File: config.mk
export PLATFORM = sky130hd
export DESIGN_NAME = instr_fetch_unit
export DESIGN_NICKNAME = d
export VERILOG_FILES = /design/src/rtl/fetch_pkg.sv /design/src/rtl/fetch_fifo.sv /design/src/rtl/instr_fetch_unit.sv
export SDC_FILE = /design/constraint.sdc
export NUM_CORES = 1
export LEC_CHECK = 0
export CORE_MARGIN = 3
export CORE_UTILIZATION = 30
export CTS_CLUSTER_SIZE = 20
export DETAILED_ROUTE_END_ITERATION = 6
export PLACE_DENSITY = 0.49
export SLEW_MARGIN = 20
export SYNTH_ARGS = -nofsm -noshare
export SYNTH_HDL_FRONTEND = slang
export SYNTH_SLANG_ARGS = --single-unit
File: constraint.sdc
create_clock -name clk -period 3.3 [get_ports clk]
set_input_delay 0.495 -clock clk [delete_from_list [all_inputs] [get_ports clk]]
set_output_delay 0.495 -clock clk [all_outputs]
set_load 0.01 [all_outputs]
File: src/rtl/fetch_pkg.sv
// Shared types and constants for the instruction fetch unit and its queue.
package fetch_pkg;

    localparam int unsigned PC_W        = 9;
    localparam int unsigned INSTR_W     = 16;
    localparam int unsigned FETCH_DEPTH = 4;

    typedef logic [PC_W-1:0]    pc_t;
    typedef logic [INSTR_W-1:0] instr_t;

    typedef struct packed {
        instr_t instr;
        pc_t    pc;
    } fetch_entry_t;

    // Relative branch target; the 9-bit add wraps modulo 512.
    function automatic pc_t branch_target(input pc_t base, input pc_t offset);
        return base + offset;
    endfunction

endpackage

File: src/rtl/fetch_fifo.sv
// Circular instruction queue: push at tail, pop at head, flush empties it.
// The head entry is read straight from registered storage.
module fetch_fifo
    import fetch_pkg::*;
#(
    parameter int unsigned DEPTH = FETCH_DEPTH
) (
    input  logic                     clk,
    input  logic                     rst_n,
    input  logic                     push,
    input  fetch_entry_t             push_data,
    input  logic                     pop,
    input  logic                     flush,
    output logic [$clog2(DEPTH):0]   count,
    output logic                     full,
    output fetch_entry_t             head
);

    localparam int unsigned PTR_W = $clog2(DEPTH);
    localparam int unsigned CNT_W = PTR_W + 1;
    localparam logic [CNT_W-1:0] FULL_CNT = CNT_W'(DEPTH);

    fetch_entry_t     mem_q [DEPTH];
    logic [PTR_W-1:0] wr_ptr_q;
    logic [PTR_W-1:0] rd_ptr_q;
    logic [CNT_W-1:0] count_q;

    always_ff @(posedge clk or negedge rst_n) begin
        if (!rst_n) begin
            wr_ptr_q <= '0;
            rd_ptr_q <= '0;
            count_q  <= '0;
            for (int i = 0; i < int'(DEPTH); i++) begin
                mem_q[i] <= '0;
            end
        end else if (flush) begin
            wr_ptr_q <= '0;
            rd_ptr_q <= '0;
            count_q  <= '0;
        end else begin
            if (push) begin
                mem_q[wr_ptr_q] <= push_data;
                wr_ptr_q        <= wr_ptr_q + PTR_W'(1);
            end
            if (pop) begin
                rd_ptr_q <= rd_ptr_q + PTR_W'(1);
            end
            if (push && !pop) begin
                count_q <= count_q + CNT_W'(1);
            end else if (pop && !push) begin
                count_q <= count_q - CNT_W'(1);
            end
        end
    end

    assign count = count_q;
    assign full  = (count_q == FULL_CNT);
    assign head  = mem_q[rd_ptr_q];

endmodule

File: src/rtl/instr_fetch_unit.sv
// Sequential instruction fetch into a small queue, with branch redirect/flush.
// Optional feature macro: FETCH_STALL_CNT_EN adds the stall_cnt output.
module instr_fetch_unit
    import fetch_pkg::*;
#(
    parameter int unsigned DEPTH    = FETCH_DEPTH,
    parameter pc_t         RESET_PC = 9'd0
) (
    input  logic                 clk,
    input  logic                 rst_n,
    output logic [PC_W-1:0]      imem_addr,
    input  logic [INSTR_W-1:0]   imem_data,
    output logic                 instr_valid,
    input  logic                 instr_ready,
    output logic [INSTR_W-1:0]   instr,
    output logic [PC_W-1:0]      instr_pc,
    input  logic                 br_taken,
    input  logic [PC_W-1:0]      br_pc,
    input  logic [PC_W-1:0]      br_offset
`ifdef FETCH_STALL_CNT_EN
    ,
    output logic [15:0]          stall_cnt
`endif
);

    pc_t                   fetch_pc_q;
    logic                  pop;
    logic                  push;
    logic                  full;
    logic [$clog2(DEPTH):0] count;
    fetch_entry_t          head;
    fetch_entry_t          tail_entry;

    assign pop  = instr_valid && instr_ready;
    // A pop in the same cycle frees a slot, so a full queue still streams.
    assign push = !br_taken && (!full || pop);

    assign tail_entry.instr = imem_data;
    assign tail_entry.pc    = fetch_pc_q;

    fetch_fifo #(
        .DEPTH (DEPTH)
    ) u_fifo (
        .clk       (clk),
        .rst_n     (rst_n),
        .push      (push),
        .push_data (tail_entry),
        .pop       (pop),
        .flush     (br_taken),
        .count     (count),
        .full      (full),
        .head      (head)
    );

    always_ff @(posedge clk or negedge rst_n) begin
        if (!rst_n) begin
            fetch_pc_q <= RESET_PC;
        end else if (br_taken) begin
            fetch_pc_q <= branch_target(br_pc, br_offset);
        end else if (push) begin
            fetch_pc_q <= fetch_pc_q + pc_t'(1);
        end
    end

    assign imem_addr   = fetch_pc_q;
    assign instr_valid = (count != '0);
    assign instr       = head.instr;
    assign instr_pc    = head.pc;

`ifdef FETCH_STALL_CNT_EN
    logic [15:0] stall_cnt_q;

    always_ff @(posedge clk or negedge rst_n) begin
        if (!rst_n) begin
            stall_cnt_q <= '0;
        end else if (!instr_valid && (stall_cnt_q != 16'hFFFF)) begin
            stall_cnt_q <= stall_cnt_q + 16'd1;
        end
    end

    assign stall_cnt = stall_cnt_q;
`endif

endmodule

==> impl_metrics.env <==
export IMPL_status="finished, final reports clean"
export IMPL_dieArea_sq_um=21400
export IMPL_gp_congestion=0.735
export IMPL_synth_most_common_cell="dfrtp_1"
export IMPL_grt_pass1_wl_um=21300
export IMPL_yosys_area_top_type="dfrtp_1"
export IMPL_layout_worst_path_cycle_share_pct=80.6
export IMPL_seqCellArea_sq_um=2900
export IMPL_num_io_pins=73
export IMPL_wirelength_um=12700
export IMPL_grt_overflow=0
export IMPL_nets=515
export IMPL_post_cts_setup_buffer_count=0
export IMPL_clk_pin_slew_ps=50
export IMPL_area_growth_pct=26.5
export IMPL_drtIter0Drc=132
export IMPL_period_needed_ps=2660
export IMPL_multiInputGateArea_sq_um=2800
export IMPL_cp_arrival_ps=2170
export IMPL_synth_area_per_cell_sq_um=15.5
export IMPL_cts_sinks=116
export IMPL_critPathKind="reg -> out"
export IMPL_grt_max_degree=58
export IMPL_path_max_fanout=25
export IMPL_dpl_cell_area_sq_um=6920
export IMPL_ys_warn_count=0
export IMPL_holdBufCountCts=0
export IMPL_vias=3373
export IMPL_synth_edf_count=0
export IMPL_yosys_top_cells_area="dfrtp_1, mux2_4, mux4_2, mux2_2, ha_1"
export IMPL_antennaDiodeCount=0
export IMPL_rows=50
export IMPL_die_w_um=146
export IMPL_finalSetupTns_ps=0
export IMPL_htree_levels=4
export IMPL_ys_seq_area_share_pct=49.1
export IMPL_drc_errors=0
export IMPL_finalClockSkew_ps=5.78
export IMPL_final_core_util_pct=39.3
export IMPL_ctsRootBufferMaster="clkbuf_16"
export IMPL_syn_nets=435
export IMPL_netlist_instances=382
export IMPL_slew_headroom_pct=49.9
export IMPL_hpwl_um=8290
export IMPL_avgViaCountPerCell=4.59
export IMPL_worst_ir_drop_vdd_uv=275
export IMPL_wl_per_cell_um=17.2
export IMPL_synth_cell_types=36
export IMPL_min_path_type="in -> async"
export IMPL_async_flop_share_pct=100
export IMPL_netlist_area_sq_um=5910
export IMPL_ant_nets=0
export IMPL_die_y_um=146
export IMPL_synth_top_cell_area_share_pct=49.1
export IMPL_cts_tree="built"
export IMPL_ys_seq_elements=116
export IMPL_clk_latency_ps=410
export IMPL_holdWs_ps=154
export IMPL_dr_pass1_iters=4
export IMPL_setup_viol=0
export IMPL_grt_antenna_before_repair=0
export IMPL_drive_gt1_share_pct=36.2
export IMPL_start_kind="flop"
export IMPL_core_area_sq_um=19000
export IMPL_hold_viol=0
export IMPL_synthFlopType="dfrtp_1"
export IMPL_portBuffers=72
export IMPL_rsz0062_at_grt="false"
export IMPL_grt_usage_pct=12.8
export IMPL_drv_cap=0
export IMPL_leakage_nw=3.14
export IMPL_clockBufferDepth=2
export IMPL_max_freq_mhz=376
export IMPL_grt_pass1_vias=3765
export IMPL_worst_ep_required_time_ps=2800
export IMPL_cts_resized=0
export IMPL_initial_core_util_pct=31.1
export IMPL_worstMarginPinSlew_ps=752
export IMPL_p_per_area_nw_per_um2=944
export IMPL_design_area_sq_um=7470
export IMPL_synth_commonest_cells="dfrtp_1, mux2_4, mux4_2, mux2_2, ha_1"
export IMPL_crit_path_end_kind="output pin"
export IMPL_fillers=1811
export IMPL_cts_inserted_buffers=17
export IMPL_drv_slew=0
-- stage by stage --
step                instances  power, mW  setup WS (ps)
CTS                       735       7.18            582
detailed placement        703       5.42            745
global placement          703       5.38            790
global route              735       7.51            532
finish                    735       7.06            639
floorplan                 382       4.34           1190
-- path summary, 6_finish.rpt --
path,from,to,slack [ps],cells past startpoint
worst max-delay path,u_fifo.rd_ptr_q[0],instr_pc[2],640,3
worst min-delay path,rst_n,u_fifo.mem_q[95],150,1
worst max register to register,u_fifo.count[1],u_fifo.count[2],1250,7
worst min register to register,u_fifo.mem_q[9],u_fifo.mem_q[9],500,1
max in group asynchronous,rst_n,u_fifo.rd_ptr_q[0],2310,2
min in group clk,u_fifo.mem_q[9],u_fifo.mem_q[9],500,1
-- logic make-up (layout without fill, tap and decap cells) --
group / Yosys count / count (layout) / share of synthesized area [%]
compound gates: 31 / 31 / 3.39
simple gates: 49 / 49 / 4.45
fa+ha+maj: 15 / 15 / 3.43
flops: 116 / 116 / 49.1
mux: 127 / 127 / 34.0
xor+xnor: 14 / 14 / 2.08
buf+inv: 30 / 123 / 3.52
-- state kept, by name, summed over array words and instances (netlist names) --
| register | flops |
|---|---|
| imem_addr | 9 |
| u_fifo.wr_ptr_q | 2 |
| u_fifo.rd_ptr_q | 2 |
| u_fifo.count | 3 |
| u_fifo.mem_q | 100 |
-- final cells by class --
class | instances | area share, %
Sequential cell | 116 | 38.9
Clock buffer | 29 | 7.23
Clock inverter | 3 | 0.201
Tap cell | 260 | 4.35
Inverter | 7 | 0.352
Multi-Input combinational cell | 236 | 37.5
Timing Repair Buffer | 84 | 11.5
-- critical path: stages (launching register included) --
cell and delay (ps):
dfrtp_2 400, buf_12 250, mux4_2 580, clkdlybuf4s50_1 510
-- metal layers --
metal / GRT usage, % / up-vias / share of wire [%]
met5: 0 / - / 0
met4: 3.10 / 0 / 0.80
met3: 4.90 / 9 / 4.8
met2: 19.1 / 74 / 46
met1: 17.5 / 1721 / 48
li1: - / 1569 / -
-- where the power goes --
| part | internal, mW | switching [mW] | total [mW] |
|---|---|---|---|
| sequential | 2.10 | 0.450 | 2.55 |
| clock | 1.09 | 0.593 | 1.69 |
| combinational | 1.87 | 0.947 | 2.82 |
-- cells in the final DEF, fill, tap and decap left out, types with 5 or more instances in the layout --
| cell | synthesis | routed |
|---|---|---|
| dfrtp_1 | 116 | 115 |
| mux2_4 | 80 | 80 |
| clkdlybuf4s50_1 | 0 | 71 |
| mux4_2 | 25 | 25 |
| mux2_2 | 20 | 20 |
| clkbuf_16 | 0 | 17 |
| ha_1 | 13 | 13 |
| nand2_1 | 12 | 12 |
| a21oi_1 | 10 | 10 |
| nor2_1 | 10 | 10 |
| xnor2_1 | 9 | 9 |
| buf_4 | 0 | 9 |
| inv_1 | 7 | 7 |
| nor3_1 | 7 | 7 |
| o21ai_0 | 7 | 7 |
| clkbuf_8 | 0 | 7 |
| a211oi_1 | 6 | 6 |
| xor2_1 | 5 | 5 |
| clkbuf_1 | 7 | 5 |
Power figures use the tool's default switching activity.
